--- src/rtl/ps2_host_tx.sv ---
// ps2_host_tx: host-to-device PS/2 command transmitter driving open-collector pull-low enables.
// Define PS2_TX_RETRY_EN to retry a NACKed or timed-out byte up to two more times.
module ps2_host_tx #(
  parameter int unsigned INHIBIT_CYCLES = 12000,
  parameter int unsigned TIMEOUT_CYCLES = 2000000,
  parameter int unsigned FILTER_LEN     = 8
) (
  input  logic       clk,
  input  logic       rst,
  input  logic       tx_start,
  input  logic [7:0] tx_data,
  input  logic       ps2_clk_in,
  input  logic       ps2_data_in,
  output logic       ps2_clk_oe,
  output logic       ps2_data_oe,
  output logic       busy,
  output logic       done,
  output logic       err,
  output logic [1:0] err_code
);

  localparam int unsigned INH_W = $clog2(INHIBIT_CYCLES + 1);
  localparam int unsigned TO_W  = $clog2(TIMEOUT_CYCLES + 1);
  localparam int unsigned FLT_W = $clog2(FILTER_LEN + 1);

  typedef enum logic [2:0] {
    S_IDLE,
    S_INHIBIT,
    S_REQ,
    S_SEND,
    S_ACK,
    S_WAIT_IDLE
  } state_e;

  logic             clk_meta_q, clk_meta_d;
  logic             clk_sync_q, clk_sync_d;
  logic             data_meta_q, data_meta_d;
  logic             data_sync_q, data_sync_d;
  logic             clk_flt_q, clk_flt_d;
  logic [FLT_W-1:0] flt_cnt_q, flt_cnt_d;
  logic             fall_q, fall_d;

  state_e           state_q, state_d;
  logic [INH_W-1:0] inh_cnt_q, inh_cnt_d;
  logic [TO_W-1:0]  to_cnt_q, to_cnt_d;
  logic [3:0]       bit_idx_q, bit_idx_d;
  logic [10:0]      shift_q, shift_d;
  logic             nack_q, nack_d;
  logic             clk_oe_q, clk_oe_d;
  logic             data_oe_q, data_oe_d;
  logic             busy_q, busy_d;
  logic             done_q, done_d;
  logic             err_q, err_d;
  logic [1:0]       err_code_q, err_code_d;
`ifdef PS2_TX_RETRY_EN
  logic [1:0]       retry_q, retry_d;
`endif

  logic             to_hit;
  logic             fin;
  logic [1:0]       fin_code;
  logic             retry_now;

  assign ps2_clk_oe  = clk_oe_q;
  assign ps2_data_oe = data_oe_q;
  assign busy        = busy_q;
  assign done        = done_q;
  assign err         = err_q;
  assign err_code    = err_code_q;

  always_comb begin
    clk_meta_d  = ps2_clk_in;
    clk_sync_d  = clk_meta_q;
    data_meta_d = ps2_data_in;
    data_sync_d = data_meta_q;
  end

  // The filtered clock only follows after FILTER_LEN disagreeing samples in a row.
  always_comb begin
    flt_cnt_d = '0;
    clk_flt_d = clk_flt_q;
    if (clk_sync_q != clk_flt_q) begin
      if (flt_cnt_q == FLT_W'(FILTER_LEN - 1)) begin
        clk_flt_d = clk_sync_q;
      end else begin
        flt_cnt_d = flt_cnt_q + 1'b1;
      end
    end
    fall_d = clk_flt_q & ~clk_flt_d;
  end

  assign to_hit = (to_cnt_q == TO_W'(TIMEOUT_CYCLES - 1));

  always_comb begin
    state_d    = state_q;
    inh_cnt_d  = inh_cnt_q;
    to_cnt_d   = to_cnt_q;
    bit_idx_d  = bit_idx_q;
    shift_d    = shift_q;
    nack_d     = nack_q;
    clk_oe_d   = 1'b0;
    data_oe_d  = 1'b0;
    busy_d     = busy_q;
    done_d     = 1'b0;
    err_d      = 1'b0;
    err_code_d = 2'd0;
    fin        = 1'b0;
    fin_code   = 2'd0;
    retry_now  = 1'b0;
`ifdef PS2_TX_RETRY_EN
    retry_d    = retry_q;
`endif

    unique case (state_q)
      S_IDLE: begin
        if (tx_start && !done_q) begin
          state_d   = S_INHIBIT;
          inh_cnt_d = '0;
          shift_d   = {1'b1, ~^tx_data, tx_data, 1'b0};
          busy_d    = 1'b1;
          clk_oe_d  = 1'b1;
`ifdef PS2_TX_RETRY_EN
          retry_d   = 2'd0;
`endif
        end
      end

      // Start bit overlaps the last inhibit cycle before clock release.
      S_INHIBIT: begin
        clk_oe_d = 1'b1;
        if (inh_cnt_q == INH_W'(INHIBIT_CYCLES)) begin
          state_d   = S_REQ;
          to_cnt_d  = '0;
          clk_oe_d  = 1'b0;
          data_oe_d = 1'b1;
        end else begin
          inh_cnt_d = inh_cnt_q + 1'b1;
          data_oe_d = (inh_cnt_q == INH_W'(INHIBIT_CYCLES - 1));
        end
      end

      S_REQ: begin
        data_oe_d = 1'b1;
        if (fall_q) begin
          state_d   = S_SEND;
          bit_idx_d = 4'd1;
          data_oe_d = ~shift_q[1];
          to_cnt_d  = '0;
        end else if (to_hit) begin
          fin      = 1'b1;
          fin_code = 2'd2;
        end else begin
          to_cnt_d = to_cnt_q + 1'b1;
        end
      end

      S_SEND: begin
        data_oe_d = ~shift_q[bit_idx_q];
        if (fall_q) begin
          to_cnt_d = '0;
          if (bit_idx_q == 4'd10) begin
            state_d   = S_ACK;
            nack_d    = data_sync_q;
            data_oe_d = 1'b0;
          end else begin
            bit_idx_d = bit_idx_q + 4'd1;
            data_oe_d = ~shift_q[bit_idx_d];
          end
        end else if (to_hit) begin
          fin      = 1'b1;
          fin_code = 2'd2;
        end else begin
          to_cnt_d = to_cnt_q + 1'b1;
        end
      end

      S_ACK: begin
        state_d  = S_WAIT_IDLE;
        to_cnt_d = '0;
      end

      S_WAIT_IDLE: begin
        if (to_hit) begin
          fin      = 1'b1;
          fin_code = 2'd2;
        end else if (clk_flt_q && data_sync_q) begin
          fin      = 1'b1;
          fin_code = nack_q ? 2'd1 : 2'd0;
        end else begin
          to_cnt_d = fall_q ? '0 : to_cnt_q + 1'b1;
        end
      end

      default: begin
        state_d = S_IDLE;
      end
    endcase

`ifdef PS2_TX_RETRY_EN
    retry_now = fin && (fin_code != 2'd0) && (retry_q != 2'd2);
`endif

    if (retry_now) begin
      state_d   = S_INHIBIT;
      inh_cnt_d = '0;
      to_cnt_d  = '0;
      clk_oe_d  = 1'b1;
      data_oe_d = 1'b0;
`ifdef PS2_TX_RETRY_EN
      retry_d   = retry_q + 2'd1;
`endif
    end else if (fin) begin
      state_d    = S_IDLE;
      to_cnt_d   = '0;
      clk_oe_d   = 1'b0;
      data_oe_d  = 1'b0;
      busy_d     = 1'b0;
      done_d     = 1'b1;
      err_d      = (fin_code != 2'd0);
      err_code_d = fin_code;
    end
  end

  always_ff @(posedge clk) begin
    if (rst) begin
      clk_meta_q  <= 1'b1;
      clk_sync_q  <= 1'b1;
      data_meta_q <= 1'b1;
      data_sync_q <= 1'b1;
      clk_flt_q   <= 1'b1;
      flt_cnt_q   <= '0;
      fall_q      <= 1'b0;
      state_q     <= S_IDLE;
      inh_cnt_q   <= '0;
      to_cnt_q    <= '0;
      bit_idx_q   <= '0;
      shift_q     <= '0;
      nack_q      <= 1'b0;
      clk_oe_q    <= 1'b0;
      data_oe_q   <= 1'b0;
      busy_q      <= 1'b0;
      done_q      <= 1'b0;
      err_q       <= 1'b0;
      err_code_q  <= 2'd0;
`ifdef PS2_TX_RETRY_EN
      retry_q     <= 2'd0;
`endif
    end else begin
      clk_meta_q  <= clk_meta_d;
      clk_sync_q  <= clk_sync_d;
      data_meta_q <= data_meta_d;
      data_sync_q <= data_sync_d;
      clk_flt_q   <= clk_flt_d;
      flt_cnt_q   <= flt_cnt_d;
      fall_q      <= fall_d;
      state_q     <= state_d;
      inh_cnt_q   <= inh_cnt_d;
      to_cnt_q    <= to_cnt_d;
      bit_idx_q   <= bit_idx_d;
      shift_q     <= shift_d;
      nack_q      <= nack_d;
      clk_oe_q    <= clk_oe_d;
      data_oe_q   <= data_oe_d;
      busy_q      <= busy_d;
      done_q      <= done_d;
      err_q       <= err_d;
      err_code_q  <= err_code_d;
`ifdef PS2_TX_RETRY_EN
      retry_q     <= retry_d;
`endif
    end
  end

endmodule

--- config.mk ---
export PLATFORM = sky130hd
export DESIGN_NAME = ps2_host_tx
export DESIGN_NICKNAME = d
export VERILOG_FILES = /design/src/rtl/ps2_host_tx.sv
export SDC_FILE = /design/constraint.sdc
export NUM_CORES = 1
export LEC_CHECK = 0
export CAP_MARGIN = 25
export CORE_UTILIZATION = 60
export CTS_CLUSTER_DIAMETER = 50
export DETAILED_ROUTE_END_ITERATION = 10
export PLACE_DENSITY = 0.87
export SETUP_SLACK_MARGIN = 0.4
export SLEW_MARGIN = 20
export SYNTH_ARGS = -nofsm -noshare
export SYNTH_HDL_FRONTEND = slang
export SYNTH_SLANG_ARGS = --single-unit
--- constraint.sdc ---
create_clock -name clk -period 5.7 [get_ports clk]
set_clock_uncertainty 0.1 [all_clocks]
set_input_delay 1.14 -clock clk [delete_from_list [all_inputs] [get_ports clk]]
set_output_delay 1.14 -clock clk [all_outputs]
set_load 0.02 [all_outputs]
==> results of run 1 <==
==> per-layer routing <==
metal / vias to the layer above / GRT usage, % / wire length (um)
met5: - / 0 / 0
met4: 0 / 8.39 / 116
met3: 12 / 7.27 / 487
met2: 103 / 46.4 / 3870
met1: 1549 / 32.0 / 3500
li1: 1594 / - / -
==> how the worst max path moves through the flow <==
stage | startpoint | to | cells past startpoint
2_1_floorplan | tx_start | inh_cnt_q[13]$_SDFFE_PP0P_ | 5
3_3_place_gp | tx_start | inh_cnt_q[10]$_SDFFE_PP0P_ | 6
3_5_place_dp | tx_start | inh_cnt_q[10]$_SDFFE_PP0P_ | 6
4_1_cts | tx_start | inh_cnt_q[9]$_SDFFE_PP0P_ | 6
5_1_grt | tx_start | inh_cnt_q[9]$_SDFFE_PP0P_ | 6
6_report | tx_start | inh_cnt_q[9]$_SDFFE_PP0P_ | 6
==> cells by family (layout without fill, tap and decap cells) <==
group | Yosys count | in the layout | share of synthesized area, %
XOR/XNOR | 16 | 16 | 3.77
multiplexers | 9 | 9 | 3.13
buffers and inverters | 32 | 45 | 4.18
adder cells (fa/ha/maj) | 6 | 6 | 2.02
AND/OR/NAND/NOR | 188 | 188 | 30.0
AO/OA/AOI/OAI | 107 | 107 | 19.1
flip-flops | 70 | 70 | 37.7
==> flip-flops by register name, indices dropped and copies added, names as in the netlist, 2 cells and up <==
signal,count
inh_cnt_q,14
shift_q,10
bit_idx_q,4
flt_cnt_q,4
to_cnt_q,21
state_q,3
err_code,2
==> cell type report <==
cell class	instances	area, um2	share of cell area (%)
Multi-Input combinational cell	326	2160	52.4
Sequential cell	70	1400	34.0
Timing Repair Buffer	21	213	5.17
Clock buffer	9	124	3.01
Clock inverter	7	97.6	2.37
Tap cell	75	93.8	2.28
Inverter	8	30.0	0.729
==> cells in the final DEF (no fill, tap or decap), drive strengths merged, types with 3 or more instances in the layout <==
master,netlist,routed
a21oi,45,45
and4,3,3
nand2,44,44
o31ai,12,12
nor2,32,32
nor3,11,11
xnor2,15,15
mux2i,6,6
dfxtp,70,70
inv,8,9
nand2b,7,7
a211oi,7,7
nand4b,4,4
o21ai,15,15
a31oi,5,5
nor4,5,5
or4,13,13
nand3,20,20
nand4,10,10
or2,5,5
or3,6,6
or3b,4,4
nand3b,7,7
clkdlybuf4s50,0,19
clkbuf,15,9
o21ba,3,3
ha,6,6
a21o,3,3
o21a,3,3
and2,3,3
and3,6,6
==> worst max-delay path: cells and delay by family <==
| kind | cells | cell delay (ns) |
|---|---|---|
| AOI/OAI and AO/OA | 3 | 0.73 |
| buffers and inverters | 1 | 0.45 |
| and+or+nand+nor | 2 | 0.93 |
==> power by group <==
| group | switching, mW | leakage, nW | internal [mW] |
|---|---|---|---|
| Sequential | 0.00855 | 0.568 | 0.498 |
| Clock | 0.199 | 0.106 | 0.248 |
| Combinational | 0.0349 | 0.662 | 0.0287 |
| Total | 0.242 | 1.34 | 0.774 |
==> flow_results.org, run 1 <==
** STA
- The final number of hold-violating endpoints is 0.
- Slew Limit Headroom :: 39.9%
- Final Max Tran Viols :: 0
- Setup violations remaining at the end of the flow were counted as 0.
- Static timing analysis puts the maximum clock frequency at 324 MHz.
- Final Cycle Share :: a little over half
- Fin crit period :: slightly above 3 ns
- For the pin with the worst max-slew slack, the measured transition is around 0.89 ns.
- Unrepaired setup endpoints after global routing :: false
- Hold timing on the final database bottoms out at a slack of ~0.31 ns.
- Worst Slack Setup Final :: about 2.6 ns
- After routing, the total negative slack on setup checks comes to 0 ns.

** Yosys
- Warnings, synthesis :: 0
- Most used standard cells in the synthesized netlist :: dfxtp_1, nand2_1, a21oi_1
- The most common cell in the synthesized netlist is dfxtp_1.
- In this run the cell area of the synthesized design comes to between 3000 and 4000 um2.
- Flip-flop and latch count after synthesis :: 70
- Distinct cell type count after synthesis :: between 60 and 70
- Fraction of synthesized cell area taken by the top area cell type :: 37.7%
- FFs w/ async S/R, synth :: 0%
- Synth Instances :: between 400 and 500
- Number of nets produced by synthesis :: about 450
- dfxtp_1 takes more of the synthesized area than any other cell.
- Synth Flop Type :: dfxtp_1
- Counting flops with a built-in enable in the synthesized netlist gives 0.
- Sequential share of the synthesized area :: 37.7%
- Dividing the synthesized area by the synthesized cell count gives between 8 and 9 um2.
- Area contributors post-synth :: dfxtp_1, a21oi_1, nand2_1

** Clock network
- The tree is rooted in a clkbuf_8.
- Clock transition at path regs :: ~0.080 ns
- H-tree levels :: 3
- Counting every sink on the clock net gives 70.
- TritonCTS clock tree :: yes
- Once the clock tree was built, the resizer swapped 0 gates to a different size.
- At the later pin of the worst-skew pair, clock insertion delay measures between 0.3 and 0.4 ns.
- After clock tree synthesis, the flow added hold-fix buffers numbering 0.
- Post-CTS setup buffer count :: 0
- TritonCTS buffer count :: 9
- Max clock buf depth :: 2

** Drt
- Dividing the detail-routed via count by the number of cells gives about 6.3.
- Total Routed Length :: around 8000 um
- The detailed router finished its first iteration with 258 violations.
- For this run, design rule violations remaining after detail routing come to 0.
- The first detailed-routing pass took 5 iterations.
- In this run the remaining antenna-violating nets after routing total 0.
- After detailed routing, the average wire length per cell comes to about 15 um.
- Vias post-DR :: 3,258

** Setup path
- Worst Setup Start Kind :: input port
- The worst register-to-register path begins at inh_cnt_q[0]$_SDFFE_PP0P_.
- Worst path required time :: approximately 5.9 ns
- The slowest stage of the critical path is the or4_1 cell.
- Along the worst path, the maximum fanout reaches 15.
- Arrival time at the worst endpoint :: 3.26 ns
- The worst setup path is of the input port to flip-flop kind.
- The endpoint identified for the worst register-to-register timing path is to_cnt_q[18]$_SDFFE_PP0P_.
- Traced cell by cell, the critical path runs through clkdlybuf4s50_1 -> nor3b_2 -> o21ai_1 -> a21o_1 -> or4_1 -> a21oi_1.
- Highest cell delay on the worst timing path :: about 0.54 ns
- The worst register-to-register path has a setup slack of between 3 and 4 ns.
- Reg2reg path depth :: 8
- The worst setup path is captured at a flip-flop.

** Power and ir drop
- Total power per unit cell area :: between 200 and 250 nW/um2
- Peak supply drop :: 0.184 mV
- Summed over all cells, the static leakage comes to between 1 and 1.5 nW.
- Overall power consumption after layout is estimated at between 1 and 1.5 mW.

** Floorplanning
- Die footprint :: 6510 um2
- Placeable core region :: approximately 6000 um2
- During I/O placement, the number of pins put on the boundary was 20.
- In this run the horizontal extent of the chip is 80.7 um.
- The die is just over 80 um tall.
- Initial core utilization :: 62.4%
- The initialized floorplan defines 28 standard-cell rows.

** Place
- Once placement completed, the tool counted placed cells totaling 500.
- The placed instances occupy a cell area of between 3000 and 4000 um2.
- In this run the tool buffered the top-level ports with 19 buffer cells.
- At the end of routability-driven placement, the weighted congestion stood at between 0.9 and 1.
- Pre-CTS setup slack :: 2.32 ns
- Detailed placement finished with a half-perimeter wire length of approximately 5500 um.

** Cells and area
- Fill cell instance count of the final layout :: approximately 450
- From synthesis to final layout, the design area changed by 10.8%.
- The net count of the finished layout is around 460.
- Post-route cell area :: around 4100 um2
- Number of standard cells in the layout, taps in and fillers out :: between 500 and 600
- Ratio of cells with drive above 1 in the final layout :: 13.4%
- Antenna Cells :: 0
- Cells fill between 60% and 70% of the core in the end.

** Global routing
- Wire length of the first global-routing pass :: around 14,000 um
- The number of global-route vias before repair came to about 3.1k.
- The initial antenna violation count was 0.
- Pin count of the biggest net entering global routing :: 31
- Remaining global-route overflow :: 0
- Global-route usage over all layers :: 26.8%

** Outcome
- The flow ran to the end, and the final reports show no timing, DRC or antenna violations.

** Worst hold path
- The worst hold path terminates at data_sync_q$_SDFF_PP1_.
- The worst hold path begins at data_meta_q$_SDFF_PP1_.
- Classification of the worst-slack hold path :: flip-flop to flip-flop
- Counting instances, the worst hold path has a depth of 1.

** Run
- Number of maximum-capacitance constraint violations :: 0
No activity file was read; power rests on OpenSTA's default activity.
==> run 2: changes to the inputs <==
CORE_UTILIZATION = 54   (was 60)
PLACE_DENSITY = 0.83   (was 0.87)
clock period = 2.8 ns   (was 5.7 ns; I/O delays follow)
==> run 2 against run 1 <==
- the run now ends with DRC left
- flip-flop and latch count unchanged
- total power increased by 120%
- register-to-register slack got worse by 2.6 ns
- first-iteration DRC count increased by 2.7%
- critical path depth increased by 2
- setup slack got worse by 2.1 ns
- via count increased by 4.3%
- clock-buffer cell count increased by 2
- design area increased by 4.4%
- non-clock buffer count increased by 14
- sequential share of layout area decreased by 1.4 points
- combinational power increased by 130%
- critical path type is now flip-flop to flip-flop
- largest power group is now the clock network
==> flow_results.org, run 2 (synthesis gave the netlist of run 1 again) <==
** Outcome
- Run status :: complete, but fails checks (was complete, no violations)
- The final reports fail on DRC.

** STA
- Setup TNS :: 0 ns (unchanged)
- Peak clock frequency supported by timing :: 432 MHz
- The smallest clock period supported by the final layout is computed as 2.32 ns.
- Slew Limit Headroom :: 54.8% (was 39.9%)
- The slew of the pin with the lowest slew margin came to 0.677 ns (was 0.895 ns).
- The max-slew violation total from the final report is 0 (unchanged).
- Number of hold-slack violations in the final timing report :: 0 (unchanged)
- The count of endpoints failing setup in the final report came to 0 (unchanged).
- Unrepaired setup endpoints after global routing :: false (unchanged)
- Of the available clock period, the critical path in the final layout requires about 83%.

** Setup path
- The kind of critical path was flip-flop to flip-flop (was input port to flip-flop).
- Arrival time at the worst endpoint :: 2.49 ns (was 3.26 ns)
- The required time at the worst-slack endpoint came to 2.97 ns (was 5.87 ns).
- Setup slack of the worst register-to-register path :: 0.48 ns (was 3.12 ns)
- The maximum cell stage delay along the critical path came to 0.44 ns (was 0.54 ns).
- Worst path buffer plus inverter count :: 2 (was 1)
- Cells along the critical path: inv_1 -> ha_1 -> or3b_4 -> nor4b_4 -> a21o_1 -> buf_6 -> o21ai_0 -> a21oi_1 (was clkdlybuf4s50_1 -> nor3b_2 -> o21ai_1 -> a21o_1 -> or4_1 -> a21oi_1).
- The slowest cell on the critical path was nor4b_4 (was or4_1).
- The maximum fanout along the worst path is 9 (was 15).
- Worst Setup Start Kind :: flip-flop (was input port)
- The type of destination of the critical path is a flip-flop (unchanged).
- Kind of cell adding the most delay to the critical path :: simple AND/OR/NAND/NOR gates (unchanged)

** Drt
- The total via count after detailed routing came to 3,397 (was 3,258).
- Drt drc :: 2 (was 0)
- The post-detailed-route wirelength per cell is 16.1 um (was 15.5 um).
- Average via count per standard cell :: 6.36 (was 6.31)
- The sum of routed wire length over all layers came to 8600 um (was 7980 um).
- The length of the first detailed-routing pass in iterations came to 10 (was 5).
- Number of routed nets with antenna violations :: 0 (unchanged)
- The number of design-rule violations left by the first detailed-router iteration is 265 (was 258).

** Floorplanning
- The vertical die dimension was 84.9 um (was 80.7 um).
- The count of standard-cell rows came to 29 (was 28).
- The placeable core area was 6490 um2 (was 5960 um2).
- Number of ports placed on the die boundary :: 20 (unchanged)
- Initial core utilization :: 57.2% (was 62.4%)
- The area enclosed by the die boundary is 7210 um2 (was 6510 um2).
- The die extent in x was 84.9 um (was 80.7 um).

** Power and ir drop
- Total power per unit cell area :: 515 nW/um2 (was 247 nW/um2)
- Internal cell power :: 1.73 mW (was 0.774 mW)
- Power share of the clock group :: 46.9% (was 43.9%)
- The total power is 2.21 mW (was 1.02 mW).
- The maximum vdd ir drop came to 0.347 mV (was 0.184 mV).
- The part of the power in combinational logic was 6.6% (was 6.3%).
- The leakage power total came to 1.44 nW (was 1.34 nW).
- Switching Fraction :: 22.0% (was 23.8%)
- The switching power total came to 0.487 mW (was 0.242 mW).
- Sequential fraction of design power :: 46.5% (was 49.8%)

** Place
- The detailed placer's ending HPWL is 5700 um (was 5530 um).
- Placed Cells :: 511 (was 500)
- GP Congestion :: 0.883 (was 0.936)
- The number of port buffers was 19 (unchanged).

** Clock network
- H-tree levels :: 3 (unchanged)
- Source-to-sink clock delay at the later pin of the worst-skew pair :: 0.35 ns (about the same)
- Root Buffer Master :: clkbuf_8 (unchanged)
- TritonCTS buffer count :: 9 (unchanged)
- The maximum number of buffers from clock root to sink came to 2 (unchanged).
- Hold-fix buffer count after cts :: 0 (unchanged)
- Clock tree sinks :: 70 (unchanged)
- TritonCTS clock tree :: yes (unchanged)
- Clock transition at path regs :: 0.08 ns (about the same)

** Cells and area
- Register with the most flip-flops :: to_cnt_q (unchanged)
- The most frequent standard cell in the layout excluding fill and tap cells is dfxtp_1 (unchanged).
- The layout net count was 471 (was 455).
- The proportion of layout cells with a drive suffix above 1 came to 17.1% (was 13.4%).
- Share of the core filled with cells in the final layout :: 66.2% (was 69.1%)
- Number of standard cells in the layout, taps in and fillers out :: 534 (was 516)
- The growth of design area from synthesis to finish was 15.8% (was 10.8%).
- The number of diodes is 0 (unchanged).
- Number of flip-flops under the largest register name :: 21 (unchanged)
- Biggest regs: to_cnt_q: 21 flops, inh_cnt_q: 14 flops, shift_q: 10 flops (unchanged).
- Fill cell instance count of the final layout :: 497 (was 451)
- Commonest cells after routing, fill and taps aside: dfxtp_1, nand2_1, a21oi_1, nor2_1, nand3_1 (unchanged).

** Global routing
- Antenna violations before repair :: 0 (unchanged)
- The aggregate global routing overflow was 0 (unchanged).
- Global-route usage over all layers :: 24.6% (was 26.8%)
- Wire length of the first global-routing pass :: 14,300 um (was 13,600 um)
- Vias in the first global route :: 3,124 (was 3,054)
- The maximum number of pins on one net before global-route repair was 28 (was 31).

** Worst hold path
- Classification of the worst-slack hold path :: flip-flop to flip-flop (unchanged)

** Run
- Number of maximum-capacitance constraint violations :: 0 (unchanged)
[run 2: final cells by class]
| class | count | area, um2 | share of cell area, % |
|---|---|---|---|
| Sequential cell | 70 | 1400 | 32.7 |
| Inverter | 8 | 30.0 | 0.698 |
| Timing Repair Buffer | 35 | 314 | 7.31 |
| Tap cell | 77 | 96.3 | 2.24 |
| Clock inverter | 5 | 104 | 2.42 |
| Clock buffer | 11 | 151 | 3.52 |
| Multi-Input combinational cell | 328 | 2200 | 51.2 |
[run 2: power by group through the flow]
stage                     combinational, mW  clock (mW)  sequential (mW)
after global placement                0.134           0             1.05
after global routing                  0.159        1.09             1.03
final                                 0.145        1.04             1.03
after CTS                             0.139        1.04             1.03
after detailed placement              0.137           0             1.05
after floorplan                      0.0883           0             1.05
[run 2: final timing paths]
| check | endpoint | from | cells after the start |
|---|---|---|---|
| max | inh_cnt_q[4]$_SDFFE_PP0P_ | inh_cnt_q[0]$_SDFFE_PP0P_ | 8 |
| min | data_sync_q$_SDFF_PP1_ | data_meta_q$_SDFF_PP1_ | 1 |
| max reg2reg | inh_cnt_q[4]$_SDFFE_PP0P_ | inh_cnt_q[0]$_SDFFE_PP0P_ | 8 |
| min reg2reg | data_sync_q$_SDFF_PP1_ | data_meta_q$_SDFF_PP1_ | 1 |
[run 2: what timing repair did]
action,4_1_cts,5_1_grt
cloned,1,1
buffers inserted,1,4
endpoints found under the hold margin,0,0
pin swaps,2,5
endpoints found under the setup margin,17,13
gates resized for setup,2,5
[run 2: per-layer routing]
metal / vias to the layer above / share of wire (%) / global-route usage (%)
li1: 1637 / - / -
met1: 1611 / 44 / 30.4
met2: 125 / 48 / 41.7
met3: 24 / 5.6 / 5.25
met4: 0 / 2.3 / 10.2
met5: - / 0 / 0
[run 2: worst register-to-register path, stage by stage (launching register included)]
cell     delay (ns)
dfxtp_2        0.34
inv_1          0.07
ha_1           0.15
or3b_4         0.42
nor4b_4        0.44
a21o_1         0.27
buf_6          0.15
o21ai_0        0.11
a21oi_1        0.18
[run 2: metrics by stage]
step | area [um2] | worst slack, ns | hold WS [ns]
floorplan | 3710 | 0.587 | 0.289
global placement | 3960 | 0.212 | 0.293
detailed placement | 3960 | 0.130 | 0.303
CTS | 4240 | 0.428 | 0.324
global route | 4300 | 0.375 | 0.338
finish | 4300 | 0.484 | 0.322
